`config.mk`:
```
export PLATFORM = sky130hd
export DESIGN_NAME = dz_uart_rx
export DESIGN_NICKNAME = d
export VERILOG_FILES = /design/src/rtl/dz_uart_rx.sv
export SDC_FILE = /design/constraint.sdc
export NUM_CORES = 1
export LEC_CHECK = 0
export CELL_PAD_IN_SITES_DETAIL_PLACEMENT = 1
export CELL_PAD_IN_SITES_GLOBAL_PLACEMENT = 2
export CORE_UTILIZATION = 36
export DETAILED_ROUTE_END_ITERATION = 16
export GPL_ROUTABILITY_DRIVEN = 0
export PLACE_DENSITY_LB_ADDON = 0.15
export RECOVER_POWER = 25
export SYNTH_ARGS = -nofsm -noshare
export SYNTH_HDL_FRONTEND = slang
export SYNTH_SLANG_ARGS = --single-unit
```
`constraint.sdc`:
```
create_clock -name clk -period 4.9 [get_ports clk]
set_clock_uncertainty 0.05 [all_clocks]
set_input_delay 0.98 -clock clk [delete_from_list [all_inputs] [get_ports clk]]
set_output_delay 0.98 -clock clk [all_outputs]
set_load 0.05 [all_outputs]
```
`src/rtl/dz_uart_rx.sv`:
```
// DZ11-style serial receiver: 16x oversampled start/data/parity/stop framing
// into a single-character holding register with framing and parity flags.
module dz_uart_rx #(
  parameter int unsigned SYNC_STAGES = 2
) (
  input  logic       clk,
  input  logic       rst,
  input  logic       clken,
  input  logic       rxd,
  input  logic [1:0] length,
  input  logic       parEN,
  input  logic       parODD,
  input  logic       rxCLR,
  output logic [7:0] rxDATA,
  output logic       rxFULL,
  output logic       rxFRME,
  output logic       rxPARE
);

  typedef enum logic [2:0] {
    S_IDLE,
    S_START,
    S_DATA,
    S_PARITY,
    S_STOP
  } state_t;

  logic [SYNC_STAGES-1:0] r_sync;
  logic                   w_rxs;

  state_t     r_state;
  logic [3:0] r_cnt;
  logic [2:0] r_bitn;
  logic [7:0] r_shift;
  logic [1:0] r_len;
  logic       r_par_en;
  logic       r_par_odd;
  logic       r_pare;
  logic [2:0] w_last_bit;

  logic [7:0] r_rx_data;
  logic       r_rx_full;
  logic       r_rx_frme;
  logic       r_rx_pare;

  // Synchronizer presets to mark so a reset never looks like a start bit.
  always_ff @(posedge clk) begin
    if (rst) r_sync <= '1;
    else     r_sync <= {r_sync[SYNC_STAGES-2:0], rxd};
  end

  assign w_rxs      = r_sync[SYNC_STAGES-1];
  assign w_last_bit = {1'b0, r_len} + 3'd4;

  always_ff @(posedge clk) begin
    if (rst) begin
      r_state   <= S_IDLE;
      r_cnt     <= '0;
      r_bitn    <= '0;
      r_shift   <= '0;
      r_len     <= '0;
      r_par_en  <= 1'b0;
      r_par_odd <= 1'b0;
      r_pare    <= 1'b0;
      r_rx_data <= '0;
      r_rx_full <= 1'b0;
      r_rx_frme <= 1'b0;
      r_rx_pare <= 1'b0;
    end else begin
      if (rxCLR) r_rx_full <= 1'b0;

      if (clken) begin
        unique case (r_state)
          S_IDLE: begin
            if (!w_rxs) begin
              r_state <= S_START;
              r_cnt   <= '0;
            end
          end

          S_START: begin
            if (r_cnt == 4'd7) begin
              if (!w_rxs) begin
                r_state   <= S_DATA;
                r_cnt     <= '0;
                r_bitn    <= '0;
                r_shift   <= '0;
                r_pare    <= 1'b0;
                r_len     <= length;
                r_par_en  <= parEN;
                r_par_odd <= parODD;
              end else begin
                r_state <= S_IDLE;
              end
            end else begin
              r_cnt <= r_cnt + 4'd1;
            end
          end

          // Bits land at their own index, so short characters stay right-justified.
          S_DATA: begin
            r_cnt <= r_cnt + 4'd1;
            if (r_cnt == 4'd15) begin
              r_shift[r_bitn] <= w_rxs;
              if (r_bitn == w_last_bit) begin
                r_state <= r_par_en ? S_PARITY : S_STOP;
              end else begin
                r_bitn <= r_bitn + 3'd1;
              end
            end
          end

          S_PARITY: begin
            r_cnt <= r_cnt + 4'd1;
            if (r_cnt == 4'd15) begin
              r_pare  <= (^r_shift) ^ w_rxs ^ r_par_odd;
              r_state <= S_STOP;
            end
          end

          S_STOP: begin
            r_cnt <= r_cnt + 4'd1;
            if (r_cnt == 4'd15) begin
              r_rx_data <= r_shift;
              r_rx_frme <= ~w_rxs;
              r_rx_pare <= r_par_en & r_pare;
              r_rx_full <= 1'b1;
              r_state   <= S_IDLE;
            end
          end

          default: r_state <= S_IDLE;
        endcase
      end
    end
  end

  assign rxDATA = r_rx_data;
  assign rxFULL = r_rx_full;
  assign rxFRME = r_rx_frme;
  assign rxPARE = r_rx_pare;

endmodule

```
== Word-level counts from Yosys, hierarchy flattened ==
Index checks and enable logic that the tools add are counted.

* Bits in registers: 36
* Latch bits: 0
* RAM bits: 0
* Bits in read-only memories: 0
* Input bits: 9
* Output and inout port bits: 11
* Memories: 0

* Add/subtract/negate cells: 3
* $mul: 0
* Div/mod/pow operators: 0
* $lt $le $gt $ge: 2
* Eq/ne operators: 15
* Shift operators: 0
* Multiplexer cells: 32
* Bitwise logic cells: 4
* Reduce and logical (&&, ||, !) cells: 14

{| class="wikitable"
|+ Operators by type and width
! kind !! number
|-
| 3-bit two-way mux || 11
|-
| 8-bit two-way mux || 3
|-
| 2-bit != test, second input constant || 8
|-
| 8-bit one-hot mux with 2 select lines || 1
|-
| 3-bit one-hot mux with 5 select lines || 1
|-
| 4-bit one-hot mux with 3 select lines || 1
|-
| 5-bit AND reduction || 2
|-
| 8-bit bitwise mux || 1
|-
| 1-bit two-way mux || 8
|-
| 4-bit two-way mux || 2
|-
| 8-bit parity || 1
|-
| 7-bit AND reduction || 1
|-
| 3-bit by 2-bit == test with 1-bit output, second input constant || 2
|-
| 3-bit one-hot mux with 2 select lines || 1
|-
| 6-bit AND reduction || 1
|-
| 4-bit by 1-bit adder with 4-bit output, second input constant || 1
|-
| 4-bit by 3-bit == test with 1-bit output, second input constant || 1
|-
| 4-bit == test, second input constant || 1
|-
| 3-bit by 4-bit less-than comparator with 1-bit output, second input constant || 1
|-
| 4-bit AND reduction || 1
|-
| 2-bit nonzero test || 2
|-
| 2-bit by 3-bit adder with 3-bit output, second input constant || 1
|-
| 3-bit by 1-bit adder with 3-bit output, second input constant || 1
|-
| 1-bit demux with 3-bit select || 1
|-
| 15 further kinds || 16
|}

== Depth between registers and ports, before layout ==
* Depth in word-level cells: 7
* Depth in mapped cells: 7
* Mapped depth without buffers: 6

== Worst setup path before layout ==
OpenSTA, ideal clock, no wires.

* Path type: input port to flip-flop
* Start point: input clken
* End point: register r_bitn[0]
* Arrival: 1.840 ns
* Data required time: 4.722 ns
* Slack: 2.883 ns
* Stages: 5
* Buffers on the path: 0
* Path through: nand2b_1 a211o_4 a41oi_4 mux2i_1 nor2_1

* Longest elaborated chain between the ends: 1

{| class="wikitable"
|+ Ends and longest elaborated chain
! item !! RTL line !! RTL
|-
| start: declaration || 8 || <nowiki>input logic clken,</nowiki>
|-
| 6-bit AND reduction (no source line) || n/a ||
|-
| end signal: assignment || 108 || <nowiki>r_bitn <= r_bitn + 3'd1;</nowiki>
|-
| end: declaration || 33 || <nowiki>logic [2:0] r_bitn;</nowiki>
|}

No other way between the ends.
A chain may end at the register's enable or synchronous reset.

==> flow_summary.json <==
{
  "synthesis.nets": 234,
  "synth_mux_area_frac": 0.0383,
  "port-buffer-count": 19,
  "chipHeight_um": 73.3,
  "sequential_cell_area_um2": 721,
  "fillerInstances": 591,
  "grt_setup_unrepaired": "false",
  "htreeDepth": 2,
  "yosys.cell_types.count": 40,
  "synth_area_leader_cell": "sky130_fd_sc_hd__dfxtp_1",
  "cts_tree": "done",
  "postCtsSetupRepairBufs": 0,
  "ctsResizeCount": 0,
  "area_growth_syn_to_layout_pct": 16.9,
  "critical_path.startpoint": "rst",
  "synth-compound-area-share": 0.219,
  "simple_gate_share_of_the_synthesized_area": 0.229,
  "groute.layer.met2.usage": 0.301,
  "wirelength_um": 4590,
  "cp.arrival_ns": 3.36,
  "pin_count": 20,
  "worst_hold_startpoint": "r_sync[0]$_SDFF_PP1_",
  "worstReg2RegStart": "r_state[2]$_SDFFE_PP0P_",
  "drtPass1Iterations": 4,
  "ctsRootBufferMaster": "sky130_fd_sc_hd__clkbuf_8",
  "layout_worst_path_cycle_share": 0.661,
  "number_of_global_route_vias_before_repair": 1556,
  "synthMostInstantiatedCell": "sky130_fd_sc_hd__dfxtp_1",
  "grt_antenna_before_repair": 0,
  "power.leakage_nw": 0.684,
  "viasPerCell": 5.38,
  "core_area_um2": 4820,
  "post_synth_most_frequent_cells": "sky130_fd_sc_hd__dfxtp_1, sky130_fd_sc_hd__a21oi_1, sky130_fd_sc_hd__o21ai_0, sky130_fd_sc_hd__nor2_1, sky130_fd_sc_hd__nand2_1",
  "average_footprint_of_a_synthesized_cell_um2": 8.21,
  "xor_xnor_portion_of_the_synthesized_cell_area": 0.0602,
  "fin_setup_tns_ns": 0,
  "multiInputGateArea_um2": 1020,
  "drt_drc_violations_left": 0,
  "grt_pass1_wl_um": 7680,
  "status": "finished with violations",
  "global_route.usage.total": 0.186,
  "cts.path.max_buffers": 2,
  "finalCriticalPeriod_ns": 3.24,
  "setup_ws_ns": 1.66,
  "num_rows": 25,
  "synthTopCellsByArea": "sky130_fd_sc_hd__dfxtp_1, sky130_fd_sc_hd__a21oi_1, sky130_fd_sc_hd__o21ai_0",
  "slew-limit-headroom": -0.0747,
  "antenna-diode-count": 0,
  "hpwl_um": 3420,
  "initial_core_util": 0.380,
  "wire_per_inst_um": 15.1,
  "clock_sinks": 36,
  "fin_nets": 247,
  "grt_max_degree": 39,
  "violated_checks": "capacitance limit, slew limit",
  "final_number_of_setup_violating_endpoints": 0,
  "ys_seq_elements": 36,
  "synth_largest_type_area_fraction": 0.394,
  "global_route.usage.met1": 0.247,
  "timing.final.max_slew_violations": 39,
  "required_ns": 5.02,
  "power_density_nw_per_um2": 251,
  "fmax_mhz": 309,
  "main_combinational_cell_family_by_area_after_synthesis": "simple AND/OR/NAND/NOR gates",
  "number_of_enable_type_register_cells_in_the_synthesized_netlist": 0,
  "worstHoldPathType": "register to register",
  "design_power_total_mw": 0.538,
  "startpoint_type_of_the_worst_setup_path": "input port",
  "critical_path_class": "input port to register",
  "die_area_um2": 5370,
  "max-cap-violations": 1,
  "finalHoldWorstSlack_ns": 0.369,
  "ys_dominant_reg_cell": "sky130_fd_sc_hd__dfxtp_1",
  "clock_buffer_count_from_cts": 5,
  "gr-max-usage-layer": "met2",
  "number_of_warnings_printed_during_yosys_synthesis": 0,
  "pre_cts_setup_slack_ns": 1.95,
  "postRouteAntennaNets": 0,
  "mappedNetlistArea_um2": 1830,
  "clkLatencyLatePin_ns": 0.29,
  "critPathMaxFanout": 38,
  "power.ir.vdd_worst_v": 0.000122,
  "share_of_flip_flops_with_an_asynchronous_set_or_reset_after_synthesis": 0,
  "path_clk_slew_ns": 0.07,
  "grt.met3_usage": 0.0453,
  "max_slew.worst_pin.slew_ns": 1.61,
  "timing_hold_violations_final": 0,
  "vias": 1634,
  "die-width_um": 73.3,
  "ctsHoldBuffers": 0,
  "ratio_of_cells_with_drive_above_1_in_the_final_layout": 0.0675,
  "critPathCaptureType": "register",
  "synth_seq_area_share": 0.394,
  "drt-initial-drc-count": 68,
  "synthesized_netlist_cell_count": 223,
  "synth_adder_area_share": 0.0137,
  "globalRouteOverflowTotal": 0
}
[placed cells by master, fill, tap and decap left out, drive strengths merged, types with 2 or more instances in the layout]
cell / count
nor3: 6
a41oi: 2
a22oi: 3
nand2: 19
o21ai: 24
xnor2: 9
nand3b: 3
nand3: 8
ha: 2
nor2: 23
a211oi: 2
nor2b: 2
nand4: 2
clkbuf: 8
a31oi: 4
clkdlybuf4s50: 18
mux2i: 7
dfxtp: 36
nand2b: 5
nor3b: 2
or3b: 2
a21oi: 26
nor4: 2
or2: 2
inv: 6
[per-stage QoR]
step	util	area, um2	std cells
floorplan	-	1830	223
global placement	0.425	2050	296
detailed placement	0.425	2050	296
CTS	0.445	2140	304
global route	0.444	2140	304
finish	0.444	2140	304
[worst max-delay path: stages]
cell and delay, ns:
sky130_fd_sc_hd__dlygate4sd3_1 0.52, sky130_fd_sc_hd__clkbuf_1 1.16, sky130_fd_sc_hd__inv_1 0.32, sky130_fd_sc_hd__a41oi_1 0.28, sky130_fd_sc_hd__o21ai_0 0.10
[cell type report]
class,instances,area share
clock buffer,7,0.0404
clock inverter,1,0.00351
inverter,6,0.0105
multi-input combinational,167,0.479
sequential,36,0.337
tap,67,0.0392
timing repair buffer,20,0.0906
[worst paths after layout]
check / to / slack, ns / depth (start not counted)
worst min register to register: r_sync[1]$_SDFF_PP1_ / 0.37 / 1
worst min-delay path: r_sync[1]$_SDFF_PP1_ / 0.37 / 1
worst max register to register: rxPARE$_SDFFE_PP0P_ / 2.68 / 4
worst max-delay path: r_cnt[3]$_SDFFE_PP0P_ / 1.66 / 5
[routing by layer]
| metal | vias to the layer above | part of all wire |
|---|---|---|
| met5 | - | 0 |
| li1 | 812 | - |
| met3 | 7 | 0.034 |
| met1 | 785 | 0.48 |
| met4 | 0 | 0.017 |
| met2 | 30 | 0.46 |
[state kept, by name, indices dropped and copies added (netlist names), 2 cells and up]
signal	count
r_cnt	4
r_len	2
r_sync	2
rxDATA	8
r_bitn	3
r_shift	8
r_state	3
[power breakdown]
part	internal, mW	switching, mW
combinational	0.0105	0.0125
sequential	0.294	0.00185
clock	0.114	0.105
total	0.418	0.120
[cells by family after synthesis]
logic type	Yosys count
DFF	36
muxes	7
AOI/OAI and AO/OA	66
xor gates and xnor gates	11
adders and majority gates	2
buffers and inverters	20
and+or+nand+nor	81
Note: power is estimated with default switching activity, not from simulation.
